`config.mk`:
```
export PLATFORM = sky130hd
export DESIGN_NAME = dmem_arbiter
export DESIGN_NICKNAME = d
export VERILOG_FILES = /design/src/rtl/dmem_arbiter.sv
export SDC_FILE = /design/constraint.sdc
export NUM_CORES = 1
export LEC_CHECK = 0
export ABC_CLOCK_PERIOD_IN_PS = 3400
export CORE_AREA = 2 2 118 120
export CTS_BUF_LIST = sky130_fd_sc_hd__clkbuf_2 sky130_fd_sc_hd__clkbuf_4 sky130_fd_sc_hd__clkbuf_8
export DETAILED_ROUTE_END_ITERATION = 16
export DIE_AREA = 0 0 120 122
export GPL_ROUTABILITY_DRIVEN = 0
export HOLD_SLACK_MARGIN = 0.1
export MAX_ROUTING_LAYER = met4
export PLACE_DENSITY = 0.69
export SETUP_SLACK_MARGIN = 0.02
export SYNTH_ARGS = -nofsm -noshare
export SYNTH_HDL_FRONTEND = slang
export SYNTH_SLANG_ARGS = --single-unit
export TNS_END_PERCENT = 1
```
`constraint.sdc`:
```
create_clock -name clk -period 3.4 [get_ports clk]
set_input_delay 0.68 -clock clk [delete_from_list [all_inputs] [get_ports clk]]
set_output_delay 0.68 -clock clk [all_outputs]
set_load 0.02 [all_outputs]
```
`src/rtl/dmem_arbiter.sv`:
```
// rtl/dmem_arbiter.sv - two-port round-robin data memory arbiter with bounded lock
//
// Shares one single-port data memory between port 0 (CPU load/store) and
// port 1 (loader/debug). Grants are combinational and each grant is a
// complete single-cycle transfer. A port may assert lock with a granted
// request to keep ownership for an atomic read-modify-write; ownership is
// forcibly released after MAX_LOCK locked cycles.
//
// Ports:
//   clk, reset             clock (rising edge), asynchronous active-low reset
//   req/we/lock/addr/wdata per-port request inputs (suffix 0 / 1)
//   gnt                    per-port transfer accepted this cycle
//   rvalid/rdata           per-port read response, one cycle after the grant
//   mem_address            memory byte address (0 when nothing is granted)
//   mem_data_in            memory write data (0 when nothing is granted)
//   mem_write_enable       memory write strobe
//   mem_data_out           memory combinational read data
//   owner_check            debug {locked, lock owner}
module dmem_arbiter #(
    parameter int ADDR_WIDTH = 32,
    parameter int DATA_WIDTH = 32,
    parameter int MAX_LOCK   = 8
) (
    input  logic                  clk,
    input  logic                  reset,
    input  logic                  req0,
    input  logic                  we0,
    input  logic                  lock0,
    input  logic [ADDR_WIDTH-1:0] addr0,
    input  logic [DATA_WIDTH-1:0] wdata0,
    output logic                  gnt0,
    output logic                  rvalid0,
    output logic [DATA_WIDTH-1:0] rdata0,
    input  logic                  req1,
    input  logic                  we1,
    input  logic                  lock1,
    input  logic [ADDR_WIDTH-1:0] addr1,
    input  logic [DATA_WIDTH-1:0] wdata1,
    output logic                  gnt1,
    output logic                  rvalid1,
    output logic [DATA_WIDTH-1:0] rdata1,
    output logic [ADDR_WIDTH-1:0] mem_address,
    output logic [DATA_WIDTH-1:0] mem_data_in,
    output logic                  mem_write_enable,
    input  logic [DATA_WIDTH-1:0] mem_data_out,
    output logic [1:0]            owner_check
);

    localparam logic [1:0] ST_IDLE    = 2'd0;
    localparam logic [1:0] ST_LOCKED0 = 2'd1;
    localparam logic [1:0] ST_LOCKED1 = 2'd2;

    localparam logic [7:0] LOCK_LIMIT = 8'(MAX_LOCK);

    logic [1:0]            state_q, state_d;
    logic                  last_grant_q, last_grant_d;
    logic [7:0]            lock_cnt_q, lock_cnt_d;
    logic                  rvalid0_q, rvalid0_d;
    logic                  rvalid1_q, rvalid1_d;
    logic [DATA_WIDTH-1:0] rdata0_q, rdata0_d;
    logic [DATA_WIDTH-1:0] rdata1_q, rdata1_d;

    logic                  gnt0_c;
    logic                  gnt1_c;

    // Grant selection. last_grant_q names the port that won most recently,
    // so on a tie in IDLE the other port wins. Grants are forced low while
    // reset is held so no write can slip into memory during reset.
    always_comb begin
        gnt0_c = 1'b0;
        gnt1_c = 1'b0;
        case (state_q)
            ST_LOCKED0: gnt0_c = req0;
            ST_LOCKED1: gnt1_c = req1;
            default: begin
                if (req0 && req1) begin
                    gnt0_c = last_grant_q;
                    gnt1_c = ~last_grant_q;
                end else begin
                    gnt0_c = req0;
                    gnt1_c = req1;
                end
            end
        endcase
        if (!reset) begin
            gnt0_c = 1'b0;
            gnt1_c = 1'b0;
        end
    end

    // Memory drive from the granted port; idle bus is all zeros.
    always_comb begin
        mem_address      = '0;
        mem_data_in      = '0;
        mem_write_enable = 1'b0;
        if (gnt0_c) begin
            mem_address      = addr0;
            mem_data_in      = wdata0;
            mem_write_enable = we0;
        end else if (gnt1_c) begin
            mem_address      = addr1;
            mem_data_in      = wdata1;
            mem_write_enable = we1;
        end
    end

    // Ownership state machine and lock counter.
    always_comb begin
        state_d      = state_q;
        lock_cnt_d   = lock_cnt_q;
        last_grant_d = last_grant_q;

        if (gnt0_c) begin
            last_grant_d = 1'b0;
        end else if (gnt1_c) begin
            last_grant_d = 1'b1;
        end

        case (state_q)
            ST_LOCKED0: begin
                if (!lock0) begin
                    state_d    = ST_IDLE;
                    lock_cnt_d = 8'd0;
                end else if (lock_cnt_q == LOCK_LIMIT) begin
                    // Forced release: mark port 0 as last winner so port 1
                    // takes the next tie.
                    state_d      = ST_IDLE;
                    lock_cnt_d   = 8'd0;
                    last_grant_d = 1'b0;
                end else if (lock_cnt_q != 8'hFF) begin
                    lock_cnt_d = lock_cnt_q + 8'd1;
                end
            end
            ST_LOCKED1: begin
                if (!lock1) begin
                    state_d    = ST_IDLE;
                    lock_cnt_d = 8'd0;
                end else if (lock_cnt_q == LOCK_LIMIT) begin
                    state_d      = ST_IDLE;
                    lock_cnt_d   = 8'd0;
                    last_grant_d = 1'b1;
                end else if (lock_cnt_q != 8'hFF) begin
                    lock_cnt_d = lock_cnt_q + 8'd1;
                end
            end
            default: begin
                // Lock only takes hold together with an actual grant.
                state_d    = ST_IDLE;
                lock_cnt_d = 8'd0;
                if (gnt0_c && lock0) begin
                    state_d    = ST_LOCKED0;
                    lock_cnt_d = 8'd1;
                end else if (gnt1_c && lock1) begin
                    state_d    = ST_LOCKED1;
                    lock_cnt_d = 8'd1;
                end
            end
        endcase
    end

    // Read response: capture memory data on the edge ending a granted read.
    always_comb begin
        rvalid0_d = gnt0_c & ~we0;
        rvalid1_d = gnt1_c & ~we1;
        rdata0_d  = rvalid0_d ? mem_data_out : rdata0_q;
        rdata1_d  = rvalid1_d ? mem_data_out : rdata1_q;
    end

    always_ff @(posedge clk or negedge reset) begin
        if (!reset) begin
            state_q      <= ST_IDLE;
            last_grant_q <= 1'b1;
            lock_cnt_q   <= 8'd0;
            rvalid0_q    <= 1'b0;
            rvalid1_q    <= 1'b0;
            rdata0_q     <= '0;
            rdata1_q     <= '0;
        end else begin
            state_q      <= state_d;
            last_grant_q <= last_grant_d;
            lock_cnt_q   <= lock_cnt_d;
            rvalid0_q    <= rvalid0_d;
            rvalid1_q    <= rvalid1_d;
            rdata0_q     <= rdata0_d;
            rdata1_q     <= rdata1_d;
        end
    end

    assign gnt0        = gnt0_c;
    assign gnt1        = gnt1_c;
    assign rvalid0     = rvalid0_q;
    assign rvalid1     = rvalid1_q;
    assign rdata0      = rdata0_q;
    assign rdata1      = rdata1_q;
    assign owner_check = {state_q != ST_IDLE, state_q == ST_LOCKED1};

endmodule
```
==> results.md <==
• **result of the run** completed
• **Antenna Nets Post-Route** 0
• **Max Cap Violations** 0
• **top library cells by usage in the layout, fill and taps aside** 236 x clkdlybuf4s50_1, 76 x dfrtp_1, 65 x a22o_1, 64 x dlymetal6s2s_1, 61 x mux2_2
• **count of inserted antenna diode cells** 0
• **Starting Density** 28.11%
• **Final Hold Violating Endpoints** 0
• **Ys Warns** 0
• **Sequential Area** 0.001928 mm^2
• **type of the worst setup path** in2out
• **setup repair after global routing missed its margin** no
• **Setup Slack @ Placement** -0.06162 ns
• **drt drc** 0
• **post-synthesis sequential area ratio** 50.79%
• **number of distinct library cells after synthesis** 41
• **crit-path max cell delay** 0.64 ns
• **Hold WC Path Type** in2async
• **actual transition at the worst max-transition pin** 0.7298 ns
• **Lkg Pwr** 0.003928 uW
• **floorplan row count** 43
• **smallest hold slack** 0.3609 ns
• **area of combinational cells with multiple inputs** 0.001785 mm^2
• **post-route total power** 3986 uW
• **post-synthesis sequential element count** 77
• **max-slew headroom at the worst pin** 51.34%
• **final-layout fill cell count** 1,126
• **met2 demand-to-capacity share in global routing** 33.84%
• **# clock sinks** 77
• **pin count of the biggest net entering global routing** 59
• **synthesized netlist net count** 469
• **per-cell routed wire length** 19.70 um
• **met1 usage** 23.90%
• **CTS buffer count** 9
• **Mapped Avg Cell Area** 12.82 um^2
• **gate count of the mapped netlist** 296
• **largest buffer count on any clock path** 2
• **period utilization** 94.39%
• **final worst setup slack** 0.1908 ns
• **number of slew-limit violations in the final report** 0
• **cell area after synthesis** 0.003796 mm^2
• **CP required** 2.72 ns
• **buffers added on ports** 302
• **Post-Layout Cell Count** 788
• **Data arrival, critical path** 2.53 ns
• **overflow left after global routing** 0
• **vias in the first global route** 3,818
• **most common library cell in the layout ignoring fill and taps** clkdlybuf4s50_1
• **initial drt markers** 188
• **slowest stage cell, crit path** clkdlybuf4s50_1
• **post-cts hold buffer count** 0
• **wire length of the first global-routing pass** 22,050 um
• **Area growth, synth to finish** 97.76%
• **category of the worst setup path capture point** output pin
• **power per standard cell area** 530.9 mW/mm^2
• **WL final** 15,520 um
• **peak fanout along the critical path** 38
• **die extent in x** 120 um
• **launching element type of the critical path** input port
• **min cycle time layout** 3.209 ns
• **TritonCTS clock tree** yes
• **worst clock skew** 0.01084 ns
• **Post-Place Cells** 773
• **layout cell share with drive strength beyond 1** 17.76%
• **Root Driver** clkbuf_8
• **Max Fclk** 311.6 MHz
• **Final Net Count** 777
• **final-report setup violation count** 0
• **die footprint** 0.01464 mm^2
• **Clock Latency Late Sink** 0.34 ns
• **DIE HEIGHT** 122 um
• **All-Layer GR Usage** 20.42%
• **vias post-DR** 3,769
• **First-pass DRT Iterations** 4
• **Setup Buffers After CTS** 0
• **number of H-tree levels** 3
• **post-cts resize count** 2
• **number of antenna violations at the first check in global routing** 0
• **clock-pin transition on the worst setup and hold timing paths** 0.08 ns
• **HPWL after DPL** 12,160 um
• **GRT busiest layer** met2
• **Core Footprint** 0.01350 mm^2
• **maximum VDD drop** 0.3450 mV
• **global-route met3 utilization** 7.022%
• **cells along the critical path** clkdlybuf4s50_1 > nor3b_4 > nor3_4 > buf_4 > buf_12 > clkdlybuf4s50_1
• **most frequent cell on the critical path** clkdlybuf4s50_1
• **vias per std cell** 4.783
• **num ports** 303
==> registers in the layout, summed over array words and instances, names as in the netlist <==
name,cells
rdata1,32
lock_cnt_q,8
last_grant_q,1
rvalid0,1
state_q,2
rdata0,32
rvalid1,1
==> layout make-up <==
type	instances	area share, %
Timing Repair Buffer	318	44.62
Multi-Input combinational cell	192	23.78
Sequential cell	77	25.68
Clock buffer	10	1.833
Clock inverter	5	0.7833
Tap cell	180	3.000
Inverter	6	0.3000
==> path summary, 6_finish.rpt <==
kind / startpoint / endpoint / slack (ns) / cells past startpoint
max in group asynchronous: reset / lock_cnt_q[1]$_DFF_PN0_ / 2.03 / 3
max: req1 / gnt0 / 0.19 / 6
min reg2reg: rdata1[25]$_DFFE_PN0P_ / rdata1[25]$_DFFE_PN0P_ / 0.49 / 1
min: reset / rdata1[18]$_DFFE_PN0P_ / 0.36 / 2
min in group clk: rdata1[25]$_DFFE_PN0P_ / rdata1[25]$_DFFE_PN0P_ / 0.49 / 1
max reg2reg: state_q[0]$_DFF_PN0_ / rdata1[8]$_DFFE_PN0P_ / 1.09 / 8
==> logic make-up (layout without fill, tap and decap cells) <==
group	count (synthesis)	in the layout	share of synthesized area, %
adders and majority gates	5	5	1.648
xor gates and xnor gates	2	2	0.4615
buffers and inverters	27	339	3.230
DFF	77	77	50.79
AOI/OAI and AO/OA	79	79	17.53
and+or+nand+nor	40	40	6.823
muxes	66	66	19.51
==> critical path, delay by kind of cell <==
kind,cells,cell delay [ns]
buf+inv,4,1.45
simple gates,2,0.40
==> per-stage QoR <==
stage	utilization [%]	setup TNS [ns]	area [um^2]
after CTS	54.22	-3.844	7322
after detailed placement	52.76	-0.08608	7124
after floorplan	-	0	3796
after global routing	55.59	0	7507
final	55.59	0	7507
after global placement	52.76	-0.05463	7124
==> power breakdown <==
group / internal (uW) / switching, uW / leakage, uW
clock: 356 / 335 / 0.0000948
sequential: 1190 / 146 / 0.000936
combinational: 1060 / 897 / 0.00290
total: 2610 / 1380 / 0.00393
==> cell usage after synthesis <==
library cell	count	area share (%)
nand3_1	5	0.66
a22o_2	1	0.26
nand3_4	1	0.46
nand4_1	1	0.16
or4b_2	1	0.26
o2111ai_1	2	0.46
a21oi_1	1	0.13
mux2_2	61	18
or4bb_1	1	0.30
nor2_2	1	0.16
ha_1	5	1.6
or4b_4	1	0.36
mux2i_1	2	0.53
nor2b_1	1	0.16
nand2_1	6	0.59
nor3_1	1	0.13
clkbuf_1	6	0.59
a22oi_1	1	0.20
and3_1	1	0.16
buf_4	1	0.20
or3_2	1	0.20
or4b_1	1	0.26
dfstp_2	1	0.69
o21a_1	1	0.20
o22ai_1	4	0.66
nor4_4	1	0.56
xnor2_1	1	0.23
a31oi_1	1	0.16
a211oi_1	1	0.20
nor3b_2	1	0.33
nor3_4	1	0.43
xor2_1	1	0.23
or2_2	1	0.16
mux2_1	3	0.89
nor2_1	13	1.3
o21ai_0	2	0.26
dfrtp_1	76	50
inv_1	6	0.59
buf_2	14	1.8
a22o_1	65	15
nand2b_1	1	0.16
==> metal layers <==
metal  part of all wire, %  vias to the layer above
li1                      -                     1736
met1                    39                     1831
met2                    49                      181
met3                    11                       21
met4                   1.5                        0
met5                     0                        -
Power figures use the tool's default switching activity.
